**src/rtl/uart_tx_engine.sv**
```systemverilog
// rtl/uart_tx_engine.sv - parametrised UART transmitter: control FSM, baud counter, shift register, line driver
module uart_tx_engine #(
    parameter int CLKS_PER_BIT = 8,
    parameter int COUNTER_SIZE = 8,
    parameter int DATA_BITS    = 8,
    parameter int PARITY_EN    = 0,
    parameter int PARITY_ODD   = 0,
    parameter int STOP_BITS    = 1
) (
    input  logic                 clock,
    input  logic                 reset,
    input  logic                 send,
    input  logic [DATA_BITS-1:0] data,
    output logic                 tx,
    output logic                 busy,
    output logic                 done
);

    localparam int IDX_W = (DATA_BITS > 1) ? $clog2(DATA_BITS) : 1;

    typedef enum logic [2:0] {
        IDLE   = 3'd0,
        START  = 3'd1,
        DATA   = 3'd2,
        PARITY = 3'd3,
        STOP   = 3'd4
    } state_t;

    state_t                  state;
    logic [COUNTER_SIZE-1:0] baud_cnt;
    logic [IDX_W-1:0]        bit_idx;
    logic [DATA_BITS-1:0]    shreg;
    logic                    parity_bit;
    logic                    stop_cnt;
    logic                    bit_end;

    // Last clock of the current bit period
    assign bit_end = (baud_cnt == COUNTER_SIZE'(CLKS_PER_BIT - 1));

    // Frame sequencer; tx, busy and done are all driven straight from flops
    always_ff @(posedge clock) begin
        if (reset) begin
            state      <= IDLE;
            tx         <= 1'b1;
            busy       <= 1'b0;
            done       <= 1'b0;
            baud_cnt   <= '0;
            bit_idx    <= '0;
            shreg      <= '0;
            parity_bit <= 1'b0;
            stop_cnt   <= 1'b0;
        end else begin
            done <= 1'b0;
            case (state)
                IDLE: begin
                    tx       <= 1'b1;
                    busy     <= 1'b0;
                    baud_cnt <= '0;
                    bit_idx  <= '0;
                    stop_cnt <= 1'b0;
                    if (send) begin
                        state      <= START;
                        tx         <= 1'b0;
                        busy       <= 1'b1;
                        shreg      <= data;
                        parity_bit <= (^data) ^ (PARITY_ODD != 0);
                    end
                end
                START: begin
                    if (bit_end) begin
                        baud_cnt <= '0;
                        state    <= DATA;
                        tx       <= shreg[0];
                        shreg    <= shreg >> 1;
                    end else begin
                        baud_cnt <= baud_cnt + COUNTER_SIZE'(1);
                    end
                end
                DATA: begin
                    if (bit_end) begin
                        baud_cnt <= '0;
                        if (bit_idx == IDX_W'(DATA_BITS - 1)) begin
                            bit_idx <= '0;
                            if (PARITY_EN != 0) begin
                                state <= PARITY;
                                tx    <= parity_bit;
                            end else begin
                                state <= STOP;
                                tx    <= 1'b1;
                            end
                        end else begin
                            bit_idx <= bit_idx + IDX_W'(1);
                            tx      <= shreg[0];
                            shreg   <= shreg >> 1;
                        end
                    end else begin
                        baud_cnt <= baud_cnt + COUNTER_SIZE'(1);
                    end
                end
                PARITY: begin
                    if (bit_end) begin
                        baud_cnt <= '0;
                        state    <= STOP;
                        tx       <= 1'b1;
                    end else begin
                        baud_cnt <= baud_cnt + COUNTER_SIZE'(1);
                    end
                end
                STOP: begin
                    tx <= 1'b1;
                    if (bit_end) begin
                        baud_cnt <= '0;
                        if (stop_cnt == 1'(STOP_BITS - 1)) begin
                            stop_cnt <= 1'b0;
                            state    <= IDLE;
                            busy     <= 1'b0;
                            done     <= 1'b1;
                        end else begin
                            stop_cnt <= stop_cnt + 1'b1;
                        end
                    end else begin
                        baud_cnt <= baud_cnt + COUNTER_SIZE'(1);
                    end
                end
                default: begin
                    state    <= IDLE;
                    tx       <= 1'b1;
                    busy     <= 1'b0;
                    baud_cnt <= '0;
                    bit_idx  <= '0;
                    stop_cnt <= 1'b0;
                end
            endcase
        end
    end

endmodule

```
**config.mk**
```make
export PLATFORM = sky130hd
export DESIGN_NAME = uart_tx_engine
export DESIGN_NICKNAME = d
export VERILOG_FILES = /design/src/rtl/uart_tx_engine.sv
export SDC_FILE = /design/constraint.sdc
export NUM_CORES = 1
export LEC_CHECK = 0
export CAP_MARGIN = 15
export CORE_MARGIN = 8
export CORE_UTILIZATION = 50
export CTS_CLUSTER_DIAMETER = 120
export CTS_CLUSTER_SIZE = 8
export DETAILED_ROUTE_END_ITERATION = 8
export PLACE_DENSITY = 0.72
export SYNTH_ARGS = -nofsm -noshare
export SYNTH_HDL_FRONTEND = slang
export SYNTH_SLANG_ARGS = --single-unit
```
**constraint.sdc**
```tcl
create_clock -name clock -period 3.75 [get_ports clock]
set_input_delay 0.375 -clock clock [delete_from_list [all_inputs] [get_ports clock]]
set_output_delay 0.375 -clock clock [all_outputs]
set_load 0.02 [all_outputs]
```
Yosys cells after proc, flatten, opt, wreduce, memory -nomap -nowiden
Cells that the tools add are included.
W data, S select, Z words.
{ "op_classes": {"add_sub_neg": 3, "eq_ne": 14, "n_mux": 30, "bitwise": 5, "reduce_logical": 13} }
{ "ops": {"columns": ["operator", "count"], "rows": [
  ["$mux W8", 4],
  ["$mux W3", 9],
  ["$pmux W8 S3", 1],
  ["$ne A2 B2 Y1 const B", 8],
  ["$pmux W3 S5", 1],
  ["$reduce_or A3 Y1", 4],
  ["$mux W1", 11],
  ["$add A8 B1 Y8 const B", 1],
  ["$eq A8 B3 Y1 const B", 1],
  ["$reduce_and A7 Y1", 1],
  ["$eq A3 B2 Y1 const B", 2],
  ["$eq A3 B3 Y1 const B", 2],
  ["$pmux W3 S2", 1],
  ["$reduce_and A3 Y1", 2],
  ["$not A1 Y1", 5],
  ["$reduce_and A5 Y1", 1],
  ["$pmux W1 S4", 1],
  ["$reduce_and A2 Y1", 2],
  ["$reduce_or A4 Y1", 1],
  ["$add A3 B1 Y3 const B", 1],
  ["$eq A3 B1 Y1 const B", 1],
  ["$logic_not A3 Y1", 1],
  ["$pmux W1 S3", 1],
  ["$reduce_bool A3 Y1", 1],
  ["2 further kinds", 2]
]} }
{ "word_totals": {"ff_bits": 26, "inputBits": 11, "output_inout_bits": 3, "wordCells": 73} }

Logic depth before layout (Yosys ltp)
{ "logic_depth": {"word_depth": 4, "ltp_mapped": 8, "mapped_depth_nobuf": 6} }

Worst setup path before layout
Ideal clock, no wire load.
{ "synth_timing": {"path_kind": "register to register", "startpoint": "register baud_cnt[0]", "endpoint": "register shreg[0]", "setup_time_ns": 0.080, "arrival_time_ns": 1.590, "t_required_ns": 3.670, "slack_ns": 2.080, "stages_incl_launch_ff": 8, "path_buffers": 2, "synth_period_minus_slack_ns": 1.670, "path_cell_list": "dfxtp_1 -> ha_1 -> and3b_1 -> a211o_1 -> buf_6 -> and2_4 -> buf_6 -> a211oi_2"} }
{ "synth_via": {"elab_chain_cells": 3, "word_cells_on_any_way": 4, "classes_between": "eq/ne: 3; reduce/logical: 1"} }
{ "synth_rtl": {"columns": ["element", "line_no", "text"], "rows": [
  ["from (decl)", "30", "logic [COUNTER_SIZE-1:0] baud_cnt;"],
  ["from (signal assigned)", "76", "baud_cnt <= baud_cnt + COUNTER_SIZE'(1);"],
  ["from (signal assigned)", "97", "baud_cnt <= baud_cnt + COUNTER_SIZE'(1);"],
  ["from (signal assigned)", "106", "baud_cnt <= baud_cnt + COUNTER_SIZE'(1);"],
  ["$eq A8 B3 Y1 (*)", "38", "assign bit_end = (baud_cnt == COUNTER_SIZE'(CLKS_PER_BIT - 1));"],
  ["$ne A2 B2 Y1 (no line)", null, null],
  ["$reduce_and A5 Y1 (no line) (*)", null, null],
  ["to (signal assigned)", "65", "shreg <= data;"],
  ["to (signal assigned)", "74", "shreg <= shreg >> 1;"],
  ["to (signal assigned)", "94", "shreg <= shreg >> 1;"],
  ["to (decl)", "32", "logic [DATA_BITS-1:0] shreg;"]
]} }
Mark *: on every way between the ends. The rest lies on a longest branch, timed or not.
A chain may end at the register's enable or synchronous reset.

Worst setup path in the final report
{ "layout_timing": {"startpoint": "register bit_idx[0]", "endpoint": "register shreg[2]"} }
{ "layout_via": {"elab_chain_cells": 3} }
{ "layout_rtl": {"columns": ["element", "line_no", "text"], "rows": [
  ["from (decl)", "31", "logic [IDX_W-1:0] bit_idx;"],
  ["from (signal assigned)", "92", "bit_idx <= bit_idx + IDX_W'(1);"],
  ["$eq A3 B3 Y1", "82", "if (bit_idx == IDX_W'(DATA_BITS - 1)) begin"],
  ["$ne A2 B2 Y1 (no line)", null, null],
  ["$reduce_and A5 Y1 (no line)", null, null]
]} }
No other way between the ends.

==> impl_metrics.tcl <==
set metrics [dict create \
    drv_cap 0 \
    wire_per_inst_um 13.08 \
    root_buffer "clkbuf_4" \
    synth-edff-count 0 \
    drive_above_1_share 0.1049 \
    internal_power_uw 359.2 \
    grt_pass1_vias 979 \
    die_h_um 65.90 \
    final.setup.tns_ns 0 \
    r2r_cells 6 \
    grt_use_total 0.1154 \
    hold_buffers 0 \
    syn-cell-area_um2 1245 \
    rows 18 \
    crit_chain "ha_1 -> ha_1 -> nor2_1 -> a22o_1 -> and2_4 -> a211oi_2" \
    dieArea_um2 4343 \
    drt_iter0_drc 51 \
    cts_tree "built" \
    critPathLaunch "bit_idx[0]$_SDFFE_PP0P_" \
    timing.final.setup_violations 0 \
    power.switching_uw 124.8 \
    place.port_buffers 13 \
    crit_family "compound AO/OA/AOI/OAI gates" \
    viasPerCell 5.566 \
    yosysTopAreaCell "dfxtp_1" \
    ios 14 \
    power_frac_comb 0.161 \
    outcome "completed" \
    leakage_nw 0.5070 \
    synthDistinctLibCells 37 \
    numCtsBuffers 3 \
    place_congestion 0.7618 \
    cts.repair.resized 0 \
    seq_area_frac_synth 0.4020 \
    start_util 0.5166 \
    slew_headroom 0.4528 \
    hold_violations 0 \
    hp-start "busy$_SDFFE_PP0P_" \
    antenna_left 0 \
    start_kind "register" \
    die_x_um 65.90 \
    clock_skew_ns 0.006462 \
    overflow 0 \
    synth-seq-cells 25 \
    power_frac_clock 0.243 \
    path_buf_inv 0 \
    cts_max_path_buffers 2 \
    ir_drop_v 0.0002117 \
    required_ns 3.92 \
    r2r-start "bit_idx[0]$_SDFFE_PP0P_" \
    seqPwrFrac 0.596 \
    worst_pin_slew_ns 0.8182 \
    end_kind "register" \
    routed_wl_mm 2.263 \
    switching_share 0.2579 \
    slowest_delay_ns 0.37 \
    synth_area_leaders "dfxtp_1 40%, a211oi_2 7.0%, mux2i_1 5.6%, nor2_1 4.5%, a21oi_1 4.4%" \
    nFillCells 218 \
    period_share 0.4762 \
    whs_ns 0.4765 \
    yosysWarningCount 0 \
    nNetsFinal 158 \
    yosysMostFrequentCell "dfxtp_1" \
    syn_area_per_cell_um2 9.291 \
    slowest_stage "a22o_1" \
    worstPathArrival_ns 1.96 \
    clk_pin_slew_worst_paths_ns 0.13 \
    syn_inst 134 \
    via_count 963 \
    antenna_found_initial 0 \
    diodes 0 \
    path_max_fanout 10 \
    core_area_um2 2410 \
    synth.net_count 148 \
    rsz0062_at_grt "no" \
    fin_crit_ns 1.786 \
    clock-sinks 25 \
    synth_top_area_share 0.4020 \
    htreeDepth 1 \
    final_core_utilization 0.5742 \
    yosys-top-cells-count "25 x dfxtp_1, 15 x nor2_1, 11 x a21oi_1" \
    cp_common_cell "ha_1" \
    firstDrtPassIters 4 \
    grt_first_pass_wirelength_mm 4.126 \
    powerDensity_nw_per_um2 349.8 \
    area_delta_synth_final_pct 11.16 \
    worstHoldPathType "reg2reg" \
    postCtsSetupBuffers 0 \
    insertion_delay_ns 0.31 \
    crit_cells 6 \
    drc 0 \
    worstSetupPathType "reg2reg" \
    timing.fmax_mhz 559.9 \
    async_flop_share 0 \
    hpwl_mm 1.635 \
    synthFlopType "dfxtp_1" \
    worstHoldPathCells 2 \
    drv_slew 0 \
    grt_start_max_net_pins 19 \
]
[path summary, 6_finish.rpt]
check | end | slack (ns)
min reg2reg | busy$_SDFFE_PP0P_ | 0.48
min | busy$_SDFFE_PP0P_ | 0.48
max | shreg[2]$_SDFFE_PP0P_ | 1.96
max reg2reg | shreg[2]$_SDFFE_PP0P_ | 1.96
[power by group through the flow]
| stage | logic (mW) | registers (mW) | clock network (mW) |
|---|---|---|---|
| finish | 0.0781 | 0.288 | 0.118 |
| global route | 0.0856 | 0.291 | 0.134 |
| CTS | 0.0792 | 0.288 | 0.123 |
| detailed placement | 0.0792 | 0.294 | 0 |
| global placement | 0.0768 | 0.294 | 0 |
| floorplan | 0.0612 | 0.293 | 0 |
[stage by stage]
step,cells,cell area [um2],setup WS [ns],total power [mW]
floorplan,134,1245,2.080,0.3543
detailed placement,169,1358,1.743,0.3732
global placement,169,1358,1.790,0.3707
finish,173,1384,1.964,0.4840
global route,173,1384,1.829,0.5110
CTS,173,1384,1.951,0.4904
[state kept, by name (all words and copies together) (netlist names)]
name	count
state	3
busy	1
done	1
baud_cnt	8
shreg	8
bit_idx	3
tx	1
[metal layers]
metal / vias up / wire length [um] / track usage
met2: 16 / 1042 / 0.1973
met4: 0 / 31 / 0.05450
met5: - / 0 / 0
li1: 503 / - / -
met3: 4 / 83 / 0.02542
met1: 440 / 1106 / 0.1324
[layout make-up]
cell class	instances	area, um2	share of cell area
Tap cell	30	37.54	0.02712
Timing Repair Buffer	13	130.1	0.09403
Sequential cell	25	500.5	0.3617
Multi-Input combinational cell	98	678.2	0.4901
Inverter	3	11.26	0.008137
Clock buffer	4	26.28	0.01899
[layout by cell type (no fill, tap or decap), drive strengths merged]
cell type / synthesis / layout
a211oi: 9 / 9
nand2: 8 / 8
or2: 1 / 1
clkbuf: 2 / 4
and3b: 1 / 1
nor4: 3 / 3
nor2: 16 / 16
nor3: 2 / 2
xor2: 5 / 5
o21bai: 1 / 1
nand3: 5 / 5
a31oi: 2 / 2
or3b: 2 / 2
clkdlybuf4s50: 0 / 13
a21o: 1 / 1
a211o: 1 / 1
inv: 3 / 3
o21ai: 3 / 3
or4: 1 / 1
xnor2: 2 / 2
a22o: 4 / 4
mux2i: 7 / 7
and2: 1 / 1
a311oi: 1 / 1
ha: 3 / 3
nand2b: 2 / 2
nand3b: 3 / 3
a21oi: 11 / 11
dfxtp: 25 / 25
and3: 2 / 2
nor2b: 1 / 1
[kinds of logic after synthesis]
kind of cell / count (synthesis) / synth area share
AND/OR/NAND/NOR: 48 / 0.2060
AO/OA/AOI/OAI: 33 / 0.2030
flip-flops: 25 / 0.4020
buffers and inverters: 11 / 0.05326
XOR/XNOR: 7 / 0.04925
multiplexers: 7 / 0.05628
adder cells (fa/ha/maj): 3 / 0.03015
[worst min-delay path, cell delays in order, from the launching register on]
cell,delay [ns]
dfxtp_1,0.34
nand2_1,0.05
o21ai_0,0.06
Power figures use the tool's default switching activity.
